File: src/rtl/dsp_mac_pipe.sv
// Streaming multiply-accumulate engine (A/B regs -> M reg -> P accumulator -> rounded/saturated output reg).
// Latency: a last beat accepted on edge N shows out_valid after edge N+3; throughput is 1 beat/cycle.
// Backpressure: a held result (out_valid && !out_ready) freezes every stage and drops in_ready.
//
// Ports:
//   clk, reset                 clock, asynchronous active-low reset
//   in_valid/in_ready          input beat handshake; in_a, in_b signed operands
//   in_first/in_last/in_sub    run framing (load vs accumulate, emit result) and add/subtract select
//   out_valid/out_ready        result handshake
//   out_data                   P rounded half-up, shifted right by SHIFT, saturated (or wrapped) to OUT_W
//   out_acc                    raw P of the run; out_ovf flags that out_data left the OUT_W range
`timescale 1ns/1ps
module dsp_mac_pipe #(
  parameter int A_W      = 18,
  parameter int B_W      = 18,
  parameter int ACC_W    = 48,
  parameter int OUT_W    = 24,
  parameter int SHIFT    = 17,
  parameter bit SATURATE = 1'b1
) (
  input  logic                    clk,
  input  logic                    reset,
  input  logic                    in_valid,
  output logic                    in_ready,
  input  logic signed [A_W-1:0]   in_a,
  input  logic signed [B_W-1:0]   in_b,
  input  logic                    in_first,
  input  logic                    in_last,
  input  logic                    in_sub,
  output logic                    out_valid,
  input  logic                    out_ready,
  output logic signed [OUT_W-1:0] out_data,
  output logic signed [ACC_W-1:0] out_acc,
  output logic                    out_ovf
);

  localparam int PROD_W  = A_W + B_W;
  // Bit position of the half-LSB rounding constant; irrelevant when SHIFT is 0.
  localparam int RND_BIT = (SHIFT > 0) ? SHIFT - 1 : 0;

  // Representable OUT_W range, expressed in the ACC_W+1 bit rounding domain.
  localparam logic signed [ACC_W:0] OUT_MAX = {{(ACC_W + 2 - OUT_W){1'b0}}, {(OUT_W - 1){1'b1}}};
  localparam logic signed [ACC_W:0] OUT_MIN = {{(ACC_W + 2 - OUT_W){1'b1}}, {(OUT_W - 1){1'b0}}};

  typedef struct packed {
    logic first;
    logic last;
    logic sub;
  } ctl_t;

  // Single pipeline-wide enable: nothing moves while a result is held.
  logic en;
  assign en       = !(out_valid && !out_ready);
  assign in_ready = en;

  // ---------------- Stage 1: operand / control registers ----------------
  logic                  v1;
  logic signed [A_W-1:0] a1;
  logic signed [B_W-1:0] b1;
  ctl_t                  c1;

  always_ff @(posedge clk or negedge reset) begin
    if (!reset) begin
      v1 <= 1'b0;
      a1 <= '0;
      b1 <= '0;
      c1 <= '0;
    end else if (en) begin
      v1 <= in_valid;
      a1 <= in_a;
      b1 <= in_b;
      // Framing bits are meaningless on idle cycles; keep them quiet.
      c1 <= in_valid ? ctl_t'{first: in_first, last: in_last, sub: in_sub} : '0;
    end
  end

  // ---------------- Stage 2: product register ----------------
  logic signed [PROD_W-1:0] prod;
  logic signed [PROD_W-1:0] m2;
  logic                     v2;
  ctl_t                     c2;

  // Operands widened first so the multiply is carried out at full product width.
  assign prod = PROD_W'(a1) * PROD_W'(b1);

  always_ff @(posedge clk or negedge reset) begin
    if (!reset) begin
      v2 <= 1'b0;
      m2 <= '0;
      c2 <= '0;
    end else if (en) begin
      v2 <= v1;
      m2 <= prod;
      c2 <= c1;
    end
  end

  // ---------------- Stage 3: accumulator ----------------
  logic signed [ACC_W-1:0] m_ext;
  logic signed [ACC_W-1:0] p;
  logic signed [ACC_W-1:0] p_base;
  logic signed [ACC_W-1:0] p_nxt;
  logic                    l3;

  assign m_ext = ACC_W'(m2);

  always_comb begin
    // A first beat discards whatever partial sum is open.
    p_base = c2.first ? '0 : p;
    p_nxt  = c2.sub ? (p_base - m_ext) : (p_base + m_ext);
  end

  always_ff @(posedge clk or negedge reset) begin
    if (!reset) begin
      p  <= '0;
      l3 <= 1'b0;
    end else if (en) begin
      l3 <= v2 && c2.last;
      if (v2) begin
        p <= p_nxt;
      end
    end
  end

  // ---------------- Stage 4: round, shift, saturate ----------------
  logic [ACC_W:0]          rnd;
  logic [ACC_W:0]          p_rnd;
  logic signed [ACC_W:0]   r;
  logic                    ovf_c;
  logic signed [OUT_W-1:0] dat_c;

  always_comb begin
    rnd          = '0;
    rnd[RND_BIT] = (SHIFT > 0);
    // One extra bit so adding the rounding constant can never wrap.
    p_rnd        = {p[ACC_W-1], p} + rnd;
    r            = $signed(p_rnd) >>> SHIFT;
    ovf_c        = (r > OUT_MAX) || (r < OUT_MIN);
    dat_c        = r[OUT_W-1:0];
    if (SATURATE) begin
      if (r > OUT_MAX) begin
        dat_c = {1'b0, {(OUT_W - 1){1'b1}}};
      end else if (r < OUT_MIN) begin
        dat_c = {1'b1, {(OUT_W - 1){1'b0}}};
      end
    end
  end

  // With en high, a set out_valid implies out_ready, so "no new last beat" is
  // exactly the clear-on-handshake case; a new last beat overwrites in place.
  always_ff @(posedge clk or negedge reset) begin
    if (!reset) begin
      out_valid <= 1'b0;
      out_acc   <= '0;
      out_data  <= '0;
      out_ovf   <= 1'b0;
    end else if (en) begin
      if (l3) begin
        out_valid <= 1'b1;
        out_acc   <= p;
        out_data  <= dat_c;
        out_ovf   <= ovf_c;
      end else begin
        out_valid <= 1'b0;
      end
    end
  end

endmodule
File: config.mk
export PLATFORM = sky130hd
export DESIGN_NAME = dsp_mac_pipe
export DESIGN_NICKNAME = d
export VERILOG_FILES = /design/src/rtl/dsp_mac_pipe.sv
export SDC_FILE = /design/constraint.sdc
export NUM_CORES = 2
export LEC_CHECK = 0
export CELL_PAD_IN_SITES_DETAIL_PLACEMENT = 0
export CELL_PAD_IN_SITES_GLOBAL_PLACEMENT = 2
export CORE_ASPECT_RATIO = 1.1
export CORE_MARGIN = 10
export CORE_UTILIZATION = 35
export CTS_CLUSTER_DIAMETER = 80
export CTS_CLUSTER_SIZE = 25
export DETAILED_ROUTE_END_ITERATION = 8
export GPL_TIMING_DRIVEN = 1
export PLACE_DENSITY = 0.79
export SYNTH_ARGS = -nofsm -noshare
export SYNTH_HDL_FRONTEND = slang
export SYNTH_SLANG_ARGS = --single-unit
File: constraint.sdc
create_clock -name clk -period 17.7 [get_ports clk]
set_input_delay 2.655 -clock clk [delete_from_list [all_inputs] [get_ports clk]]
set_output_delay 2.655 -clock clk [all_outputs]
set_load 0.05 [all_outputs]
==> results.sh <==
export IMPL_outcome="finished, final reports clean"
export IMPL_synth_flop_cell="dfrtp_1"
export IMPL_cts_made_buffers=22
export IMPL_viasPerCell=4.80
export IMPL_slew_headroom=0.267
export IMPL_syn_area_per_cell_sq_um=8.89
export IMPL_syn_cell_area_sq_mm=0.0241
export IMPL_cts_setup_buffers=0
export IMPL_cts_root_buf="clkbuf_16"
export IMPL_die_area_sq_mm=0.0798
export IMPL_cts_clk_slew_worst_paths_ns=0.09
export IMPL_syn_inst=2711
export IMPL_grt_pass1_vias=18600
export IMPL_area_growth_pct=11.3
export IMPL_post_dp_hpwl_microns=49100
export IMPL_post_route_min_period_ns=7.03
export IMPL_io_pins=118
export IMPL_synthAdderAreaFrac=0.348
export IMPL_cts_tree="yes"
export IMPL_fp_dieH_microns=295
export IMPL_synth_edf_count=0
export IMPL_drv_slew=0
export IMPL_grt_usage=0.155
export IMPL_hold_class="reg2reg"
export IMPL_ant_nets=0
export IMPL_wl_per_cell_microns=16.9
export IMPL_critPathKind="reg2reg"
export IMPL_synth_top_family_by_area="adder cells"
export IMPL_clk_latency_ns=0.56
export IMPL_syn_nets=3226
export IMPL_gr_total_overflow=0
export IMPL_yosys_warnings=0
export IMPL_htreeDepth=1
export IMPL_synth_distinct_cells=70
export IMPL_cp_start_kind="register"
export IMPL_arrival_ns=7.43
export IMPL_antenna_found_initial=0
export IMPL_ys_seq_elements=203
export IMPL_skew_ns=0.0280
export IMPL_first_pass_iters=5
export IMPL_clock_sinks=203
export IMPL_yosys_area_share_simple=0.179
export IMPL_die_width_microns=270
export IMPL_cts_hold_fix_buffers=0
export IMPL_grt_pass1_wl_microns=102000
export IMPL_tns_ns=0
export IMPL_drive_gt1_frac=0.0433
export IMPL_cts_repair_resize_count=0
export IMPL_first_iter_violations=933
export IMPL_synthMuxAreaShare=0.0251
export IMPL_drt_wl_total_microns=62000
export IMPL_yosysSeqAreaShare=0.211
export IMPL_crit_required_ns=18.10
export IMPL_row_count=100
export IMPL_synth_compound_area_share=0.102
export IMPL_grt_max_degree=100
export IMPL_hold_viol_final=0
export IMPL_synth_xor_area_frac=0.0494
export IMPL_path_max_fanout=19
export IMPL_end_kind="register"
export IMPL_setup_violations_final=0
export IMPL_io_buffers=117
export IMPL_max_slew_worst_pin_slew_ns=1.09
export IMPL_final_nets=3250
export IMPL_num_fill_cells=6772
export IMPL_ys_async_sr_fraction=1.00
export IMPL_clockBufferDepth=3
export IMPL_via_count=17600
export IMPL_fmax_mhz=142
export IMPL_cap_viol_max_count=0
export IMPL_finalCritPeriodShare=0.397
export IMPL_initial_core_util=0.355
export IMPL_place_congestion=0.829
export IMPL_rsz0062_at_grt="false"
export IMPL_post_route_drc_count=0
export IMPL_antenna_cells=0
export IMPL_core_area_sq_mm=0.0679
==> metrics by stage <==
stage | instance area [sq um] | std cells | utilization | worst slack (ns) | hold slack [ns]
after floorplan | 24100 | 2711 | - | 11.30 | 0.438
after global placement | 26100 | 3629 | 0.383 | 10.64 | 0.452
after detailed placement | 26100 | 3629 | 0.383 | 10.66 | 0.462
after CTS | 26800 | 3667 | 0.395 | 10.67 | 0.480
after global routing | 26800 | 3667 | 0.395 | 10.25 | 0.508
final | 26800 | 3667 | 0.395 | 10.67 | 0.474
==> layout make-up <==
type / instances / area [sq um] / share of cell area
sequential: 203 / 5080 / 0.189
clock inverter: 13 / 190 / 0.00709
clock buffer: 25 / 583 / 0.0217
multi-input combinational: 1951 / 17000 / 0.632
inverter: 429 / 1610 / 0.0601
tap: 918 / 1150 / 0.0428
timing repair buffer: 128 / 1260 / 0.0469
==> critical path, stage by stage (launching register included) <==
cell and delay, ns:
dfrtp_1 0.89, nand2_1 0.18, fa_1 0.59, fa_1 0.44, fa_1 0.51, inv_1 0.05
fa_1 0.46, fa_1 0.60, inv_1 0.08, fa_1 0.53, inv_1 0.05, ha_1 0.34
a21o_1 0.17, a211o_1 0.31, a21oi_1 0.19, a21oi_1 0.15, a41oi_1 0.51, o21ai_0 0.17
o211a_1 0.18, a211oi_1 0.25, xnor2_1 0.14, o21ai_0 0.08
==> state kept, by name, indices dropped and copies added, names as in the netlist <==
name       cells
out_ovf        1
a1            18
p             48
out_acc       48
m2            36
b1            18
out_data      24
c1             3
c2             3
v1             1
out_valid      1
v2             1
l3             1
==> cells in the final DEF (no fill, tap or decap), types with 23 or more instances in the layout <==
master,n
and2_1,175
ha_1,142
nand3_1,25
nor2b_1,59
mux2_2,52
fa_1,330
clkbuf_16,23
nand2_1,414
nor2_1,108
inv_1,428
a21o_1,36
o21ai_0,121
xnor2_1,92
clkdlybuf4s50_1,116
a21oi_1,122
xor2_1,42
dfrtp_1,203
==> per-layer routing <==
| metal | GRT usage | vias up | part of all wire |
|---|---|---|---|
| met5 | 0 | - | 0 |
| met4 | 0.0375 | 0 | 0.023 |
| met3 | 0.0155 | 69 | 0.033 |
| met2 | 0.261 | 292 | 0.46 |
| met1 | 0.213 | 8662 | 0.49 |
| li1 | - | 8562 | - |
==> final timing paths <==
| path | endpoint | cells past startpoint | slack, ns | startpoint |
|---|---|---|---|---|
| min reg2reg | c2[1] | 2 | 0.47 | c1[1] |
| max reg2reg | m2[35] | 21 | 10.67 | a1[9] |
| max in group asynchronous | a1[1] | 2 | 14.15 | reset |
| min in group asynchronous | out_data[22] | 1 | 2.05 | reset |
| max | m2[35] | 21 | 10.67 | a1[9] |
| min | c2[1] | 2 | 0.47 | c1[1] |
==> cells in the mapped netlist (all sizes together), types with 17 or more instances <==
master | number | share of area
a21o | 36 | 0.011
a21oi | 123 | 0.026
and2 | 175 | 0.045
and3 | 17 | 0.0044
clkbuf | 127 | 0.020
dfrtp | 203 | 0.21
fa | 330 | 0.27
ha | 142 | 0.074
inv | 428 | 0.067
mux2 | 52 | 0.024
nand2 | 417 | 0.065
nand2b | 19 | 0.0049
nand3 | 25 | 0.0052
nand4 | 17 | 0.0044
nor2 | 108 | 0.017
nor2b | 60 | 0.016
nor3 | 23 | 0.0052
o21ai | 122 | 0.025
xnor2 | 92 | 0.033
xor2 | 43 | 0.016
==> cells by family after synthesis <==
kind of cell	count (synthesis)
muxes	54
and+or+nand+nor	893
buffers and inverters	557
DFF	203
adders and majority gates	472
xor gates and xnor gates	135
AOI/OAI and AO/OA	397
Power is not shown: default switching activity piles up to over one toggle a cycle in this logic, so the estimate is an artifact.
